`config.mk`:
```
export PLATFORM = sky130hd
export DESIGN_NAME = adder_rr_arbiter
export DESIGN_NICKNAME = d
export VERILOG_FILES = /design/src/rtl/adder_rr_arbiter_pkg.sv /design/src/rtl/adder_rr_arbiter_rr_pick.sv /design/src/rtl/adder_rr_arbiter.sv
export SDC_FILE = /design/constraint.sdc
export NUM_CORES = 1
export LEC_CHECK = 0
export ABC_AREA = 0
export CAP_MARGIN = 10
export CORE_ASPECT_RATIO = 0.8
export CORE_UTILIZATION = 47
export CTS_BUF_LIST = sky130_fd_sc_hd__clkbuf_8 sky130_fd_sc_hd__clkbuf_16
export CTS_CLUSTER_SIZE = 30
export DETAILED_ROUTE_END_ITERATION = 6
export PLACE_DENSITY = 0.84
export SLEW_MARGIN = 20
export SYNTH_ARGS = -nofsm -noshare
export SYNTH_HDL_FRONTEND = slang
export SYNTH_SLANG_ARGS = --single-unit
```
`constraint.sdc`:
```
create_clock -name clk -period 5.5 [get_ports clk]
set_input_delay 1.1 -clock clk [delete_from_list [all_inputs] [get_ports clk]]
set_output_delay 1.1 -clock clk [all_outputs]
set_load 0.005 [all_outputs]
```
`src/rtl/adder_rr_arbiter_pkg.sv`:
```
// Shared types and defaults for the round-robin adder arbiter.
// Latency: n/a (types, constants and a width helper only).
// Backpressure: n/a.
package adder_arb_pkg;

    typedef enum logic {
        IDLE = 1'b0,
        FULL = 1'b1
    } state_t;

    localparam int DEF_N_REQ = 4;
    localparam int DEF_W     = 8;
    localparam int DEF_CNT_W = 16;

    // Width of a requester index; a single requester still needs one bit.
    function automatic int idx_w(input int n);
        return (n <= 1) ? 1 : $clog2(n);
    endfunction

endpackage

```
`src/rtl/adder_rr_arbiter_rr_pick.sv`:
```
// Round-robin candidate picker: first valid index at or after ptr, wrapping.
// Latency: purely combinational.
// Backpressure: none; the caller qualifies the candidate with its own accept condition.
module rr_pick
    import adder_arb_pkg::*;
#(
    parameter int N  = DEF_N_REQ,
    parameter int IW = idx_w(N)
) (
    input  logic [N-1:0]  valid,
    input  logic [IW-1:0] ptr,
    output logic [N-1:0]  cand_oh,
    output logic [IW-1:0] cand_idx,
    output logic          cand_any
);

    logic [IW-1:0] scan_idx;

    // (base + off) mod N, with off < N so one conditional subtract suffices.
    function automatic logic [IW-1:0] wrap_add(input logic [IW-1:0] base, input int off);
        int s;
        s = int'(base) + off;
        if (s >= N) s = s - N;
        return IW'(s);
    endfunction

    // Scan from farthest to nearest so the valid slot closest to ptr wins.
    always_comb begin
        cand_oh  = '0;
        cand_idx = '0;
        cand_any = 1'b0;
        scan_idx = '0;
        for (int k = N - 1; k >= 0; k--) begin
            scan_idx = wrap_add(ptr, k);
            if (valid[scan_idx]) begin
                cand_oh           = '0;
                cand_oh[scan_idx] = 1'b1;
                cand_idx          = scan_idx;
                cand_any          = 1'b1;
            end
        end
    end

endmodule

```
`src/rtl/adder_rr_arbiter.sv`:
```
// Shares one W-bit adder among N_REQ requesters with round-robin grant; ADDER_ARB_SAT_EN saturates the sum on carry-out.
// Latency: accept at edge k gives rsp_valid from edge k (one registered stage), one response per cycle sustained.
// Backpressure: while rsp_valid && !rsp_ready no req_ready is raised and the response registers hold.
module adder_rr_arbiter
    import adder_arb_pkg::*;
#(
    parameter int N_REQ = DEF_N_REQ,
    parameter int W     = DEF_W,
    parameter int CNT_W = DEF_CNT_W,
    localparam int IW   = idx_w(N_REQ)
) (
    input  logic               clk,
    input  logic               rst,
    input  logic [N_REQ-1:0]   req_valid,
    input  logic [N_REQ*W-1:0] req_a,
    input  logic [N_REQ*W-1:0] req_b,
    output logic [N_REQ-1:0]   req_ready,
    output logic               rsp_valid,
    input  logic               rsp_ready,
    output logic [W-1:0]       rsp_sum,
    output logic               rsp_carry,
    output logic [IW-1:0]      rsp_id,
    output logic [CNT_W-1:0]   txn_count
);

    state_t        state_q, state_d;
    logic [IW-1:0] ptr_q;
    logic [N_REQ-1:0] cand_oh;
    logic [IW-1:0] cand_idx;
    logic          cand_any;
    logic          can_accept;
    logic          accept;
    logic          drain;
    logic [W-1:0]  a_sel, b_sel;
    logic [W:0]    sum_full;
    logic [W-1:0]  sum_out;

    rr_pick #(.N(N_REQ), .IW(IW)) u_pick (
        .valid    (req_valid),
        .ptr      (ptr_q),
        .cand_oh  (cand_oh),
        .cand_idx (cand_idx),
        .cand_any (cand_any)
    );

    assign rsp_valid  = (state_q == FULL);
    assign drain      = rsp_valid && rsp_ready;
    // A slot frees up either when empty or when the held result leaves this cycle.
    assign can_accept = !rst && ((state_q == IDLE) || drain);
    assign accept     = can_accept && cand_any;
    assign req_ready  = can_accept ? cand_oh : '0;

    // Operand mux and adder; operands are used straight from the requester, never latched.
    always_comb begin
        a_sel    = req_a[cand_idx*W +: W];
        b_sel    = req_b[cand_idx*W +: W];
        sum_full = {1'b0, a_sel} + {1'b0, b_sel};
`ifdef ADDER_ARB_SAT_EN
        sum_out  = sum_full[W] ? {W{1'b1}} : sum_full[W-1:0];
`else
        sum_out  = sum_full[W-1:0];
`endif
    end

    // Next state: a new accept always leaves FULL, otherwise a drain empties the slot.
    always_comb begin
        state_d = state_q;
        case (state_q)
            IDLE:    if (accept) state_d = FULL;
            FULL:    if (accept) state_d = FULL;
                     else if (rsp_ready) state_d = IDLE;
            default: state_d = IDLE;
        endcase
    end

    // State, pointer, response registers and completion counter.
    always_ff @(posedge clk) begin
        if (rst) begin
            state_q   <= IDLE;
            ptr_q     <= '0;
            rsp_sum   <= '0;
            rsp_carry <= 1'b0;
            rsp_id    <= '0;
            txn_count <= '0;
        end else begin
            state_q <= state_d;
            if (accept) begin
                rsp_sum   <= sum_out;
                rsp_carry <= sum_full[W];
                rsp_id    <= cand_idx;
                ptr_q     <= (cand_idx == IW'(N_REQ - 1)) ? '0 : cand_idx + 1'b1;
            end
            if (drain) txn_count <= txn_count + 1'b1;
        end
    end

endmodule

```
-- Word-level counts from Yosys, hierarchy flattened
Index checks and enable logic that the tools add are counted.
- magnitude comparators: 12
- multiplexer cells: 38
- $add $sub $neg: 10
- eq/ne operators: 1
- bitwise operators: 1
- reduce and logical (&&, ||, !) cells: 9
- shift operators: 2
- operators with widths (cell ; number):
    variable part select 32 x 6 -> 8 bit ; 2
    two-way mux 4 bit ; 5
    two-way mux 2 bit ; 9
    adder 16 x 1 -> 16 bit (second input constant) ; 1
    two-way mux 1 bit ; 15
    less-than comparator 2 x 3 -> 1 bit (second input constant) ; 4
    adder 8 x 8 -> 9 bit ; 1
    greater-or-equal comparator 3 bit (second input constant) ; 3
    binary-select mux 1 bit (select 2 bit) ; 4
    demux 1 bit (select 2 bit) ; 4
    greater-or-equal comparator 2 x 1 -> 1 bit (second input constant) ; 4
    subtractor 2 x 1 -> 2 bit (second input constant) ; 4
    logical AND 1 bit ; 7
    adder 2 x 2 -> 3 bit (second input constant) ; 2
    adder 2 x 1 -> 3 bit (second input constant) ; 1
    greater-or-equal comparator 2 x 3 -> 1 bit (second input constant) ; 1
    adder 2 x 1 -> 2 bit (second input constant) ; 1
    equality test 2 bit (second input constant) ; 1
    one-hot mux 1 bit (2 select lines) ; 1
    zero test 1 bit ; 1
    logical OR 1 bit ; 1
    inverter 1 bit ; 1
- output and inout bits: 32
- bits of input ports: 71
- flip-flop bits (word level): 30

-- Logic depth before layout (Yosys ltp)
- word-level depth: 12
- gate-level depth with buffers: 18

-- By module
From an unflattened synthesis, not the netlist that was laid out.
- cells, all modules: 293
- area total of the unflattened synthesis: 2676.3 um^2
- modules (own cells, without submodules) (module ; times used ; seq. area each (um^2) ; area an instance (um^2) ; cells each):
    adder_rr_arbiter ; 1 ; 600.6 ; 1993.2 ; 208
    rr_pick ; 1 ; 0.0 ; 683.2 ; 85

-- Worst setup path before layout
No wires, ideal clock.
- path type: in2reg
- from: input port req_valid[1]
- to: register rsp_sum[6]
- path buffers: 2
- path slack: 1.384 ns
- arrival: 3.988 ns
- setup time: 0.129 ns
- required time: 5.371 ns
- cell stages on the path: 15
- cells stage by stage: mux4_2 nor2b_4 nor2_2 o31ai_2 buf_6 buf_12 mux2i_1 ha_1 fa_1 a21o_1 a21oi_1 o21bai_1 a21oi_1 xnor2_1 o21ai_0
- word-level cells in the longest chain between the ends: 8
- elaborated cells on any way between the ends: 20
- RTL lines (element ; RTL line ; source):
    start, declared ; adder_rr_arbiter.sv:14 ; input logic [N_REQ-1:0] req_valid,
    binary-select mux 1 bit (select 2 bit) ; adder_rr_arbiter_rr_pick.sv:35 ; if (valid[scan_idx]) begin
    two-way mux 1 bit (not written as such) ; adder_rr_arbiter_rr_pick.sv:35 ;
    two-way mux 2 bit (4 in series) ; adder_rr_arbiter_rr_pick.sv:35 ;
    variable part select 32 x 6 -> 8 bit (on tied branches) ; adder_rr_arbiter.sv:55, adder_rr_arbiter.sv:56 ;
    adder 8 x 8 -> 9 bit ; adder_rr_arbiter.sv:57 ; sum_full = {1'b0, a_sel} + {1'b0, b_sel};
    end signal, assigned ; adder_rr_arbiter.sv:88 ; rsp_sum <= sum_out;
    end, declared ; adder_rr_arbiter.sv:20 ; output logic [W-1:0] rsp_sum,
Parallel ways exist; a longest one is shown, timed or not. The select of a mux whose other input is x is not followed.
A chain may end at the register's enable or synchronous reset.

-- Worst setup path after layout
Same ends and word-level chain as after synthesis.

==> metrics <==
Starting Density between 50% and 60%; clock share of power 12.5%; fraction of layout cells with a size suffix above 1 6.30%; CP Buf/Inv Count 1; Final Hold Violating Endpoints 0; min Tclk post-route 4.62 ns; fin nets 452; post-synth cell types 47; Final Setup Violations 0; post-route ant nets 0; Main synth FF type dfxtp_1; setup slack, reg-to-reg about 1.2 ns; GRT overflow 0; Root Driver clkbuf_8; grt met2 use 41.0%; synth warn 0; pins over their slew limit 0; Crit path arrival time 4.77 ns; GP Congestion 0.838; Synth area leader dfxtp_1; Clock Skews 0.00195 ns; status complete, no violations; Mapped Cells roughly 260; Worst path max stage delay between 0.6 and 0.7 ns; pin count of the biggest net entering global routing 31; Final TNS setup 0 ns; critical path type input port to flip-flop; met1 global-route usage 31.9%; I/O pins between 100 and 150; most common cell in the synthesized netlist mux2i_1; post_cts resized 0; R2R Path End rsp_sum[6]; Crit. End Element flip-flop; max_slew headroom 62.1%; chip height 66.2 um; DP Area 3490 um^2; first drt pass iteration count 4; Clock Tree Buf Depth 2; Max VDD drop about 240 uV; core area 4760 um^2; met3 GRT Util 4.41%; Power per Cell Area approximately 400 nW/um^2; # clock sinks 30; Avg Cell Area, Syn between 9 and 10 um^2; CTS Buf Count 5; sequential area share after synthesis 24.8%; CP top delay family compound AO/OA/AOI/OAI gates; initial antenna violation count 0; Req. time, crit path 5.65 ns; internal power 0.855 mW; final WL 6190 um; Max H-tree Level 2; DIE WIDTH 82.3 um; FP Rows 22; first-pass GRT wire length about 10000 um; pre-CTS setup slack 0.581 ns; vias in the first global route 2229; clk_lat worst skew 0.27 ns; hold path cells 2; asr flop ratio synth 0%; slowest CP cell mux4_2; Slew @ Worst Pin 0.568 ns; reg2reg start ptr_q[0]; Fmax achieved 216 MHz; FF-to-FF path depth 15; via count 2348; Yosys top cell area share approximately a quarter; IO buf count between 100 and 150; Setup crit start kind input port; DP Wirelength between 4000 and 5000 um; Area Overhead vs Synth 47.8%; mapped cell area 2420 um^2; fin crit share a little over four fifths; Global Route Usage Sum between 20% and 30%; n_diodes 0; Post-synth EDFFs 0; Lkg Pwr between 1.5 and 2 nW; combinational group share of total power 66.9%; Hold EP rsp_sum[1]; most used routing layer met2; vias per cell between 5 and 6; Psw 0.583 mW; CTS tree built; Mapped Nets 351; DRC viols 0; register share of total power between 20% and 30%; crit path from req_valid[1]; fin util approximately three quarters; max cap viols 0; Hold WC Path Type flip-flop to flip-flop; ranking of synthesized cells by area dfxtp_1 25%, mux2i_1 20%, ha_1 8.3%; Setup Fix Bufs, Post-CTS 0; hold wc startpoint rsp_sum[1]; clock-pin slew on the worst setup and hold paths around 0.06 ns; CP dominant cell by count a21oi_1; Final Cell Area 3580 um^2; Synth top cells by count 49 x mux2i_1, 30 x dfxtp_1, 27 x nor2_1; Cell Chain, Critical Path clkdlybuf4s50_1 > mux4_2 > nor2b_4 > nor2_2 > o31ai_4 > mux2i_1 > ha_1 > fa_1 > a21o_1 > a21oi_1 > o21bai_1 > a21oi_1 > xnor2_1 > o21ai_0; Starting DRT DRC Count 102; DIE AREA 5450 um^2; Hold Slack roughly 0.50 ns; CTS Hold Buffers Added 0; WL/cell 14.6 um; worst-path fanout max 8; Synth Register Bits 30; PnR worst setup slack 0.880 ns; RSZ-0062 raised after global routing no; Net Sw Frac 40.5%
==> layout make-up <==
cell class	instances	area [um^2]
Multi-Input combinational cell	210	1710
Fill cell	367	1180
Timing Repair Buffer	108	1070
Sequential cell	30	601
Clock buffer	6	82.6
Tap cell	60	75.1
Inverter	9	33.8
Clock inverter	2	8.76
==> cell families (layout without fill, tap and decap cells) <==
group,after synthesis,in the layout,synth area share (%)
and+or+nand+nor,77,77,16.8
muxes,54,54,24.8
AOI/OAI and AO/OA,41,41,11.5
DFF,30,30,24.8
buffers and inverters,23,125,5.37
xor gates and xnor gates,21,21,7.59
adders and majority gates,17,17,9.09
==> registers in the layout (all words and copies together), names as in the netlist <==
register,cells
ptr_q,2
rsp_carry,1
rsp_id,2
rsp_sum,8
rsp_valid,1
txn_count,16
==> layer usage <==
layer  routed length [um]  up-vias
li1                     -     1147
met1                 2740     1107
met2                 3030       88
met3                  355        6
met4                   58        0
met5                    0        -
==> worst max-delay path by stage <==
stage | cells after the start | slack (ns) | to
2_1_floorplan | 15 | 1.38 | rsp_sum[6]
3_3_place_gp | 14 | 0.75 | rsp_sum[6]
3_5_place_dp | 14 | 0.58 | rsp_sum[6]
4_1_cts | 14 | 0.87 | rsp_sum[6]
5_1_grt | 14 | 0.63 | rsp_sum[6]
6_report | 14 | 0.88 | rsp_sum[6]
==> per-stage QoR <==
step / std cells / total power [mW]
finish: 425 / 1.44
global route: 425 / 1.56
CTS: 425 / 1.44
detailed placement: 417 / 1.26
global placement: 417 / 1.23
floorplan: 263 / 0.997
==> worst register-to-register path: cells and delay by family (launching register included) <==
family	cells	cell delay, ns
xor gates and xnor gates	1	0.14
muxes	2	0.67
buffers and inverters	1	0.26
and+or+nand+nor	1	0.17
AOI/OAI and AO/OA	7	1.10
adders and majority gates	3	1.16
DFF	1	0.68
==> cells in the final DEF, fill, tap and decap left out, types with 3 or more instances in the layout <==
cell and count:
clkdlybuf4s50_1 102, mux2i_1 49, dfxtp_1 30, nor2_1 27, ha_1 16, xor2_1 12, o21ai_0 11, nand3b_1 10
inv_1 9, xnor2_1 9, nand2_1 8, nand3_1 8, a21oi_1 8, nor2b_1 7, clkbuf_8 6, buf_4 6
o31ai_1 5, a221oi_1 4, a21o_1 3
==> power groups by stage <==
stage	registers, mW	clock network [mW]	logic (mW)
final	0.297	0.180	0.961
after global routing	0.301	0.195	1.07
after CTS	0.296	0.184	0.963
after detailed placement	0.299	0	0.960
after global placement	0.297	0	0.937
after floorplan	0.289	0	0.708
Power figures use the tool's default switching activity.
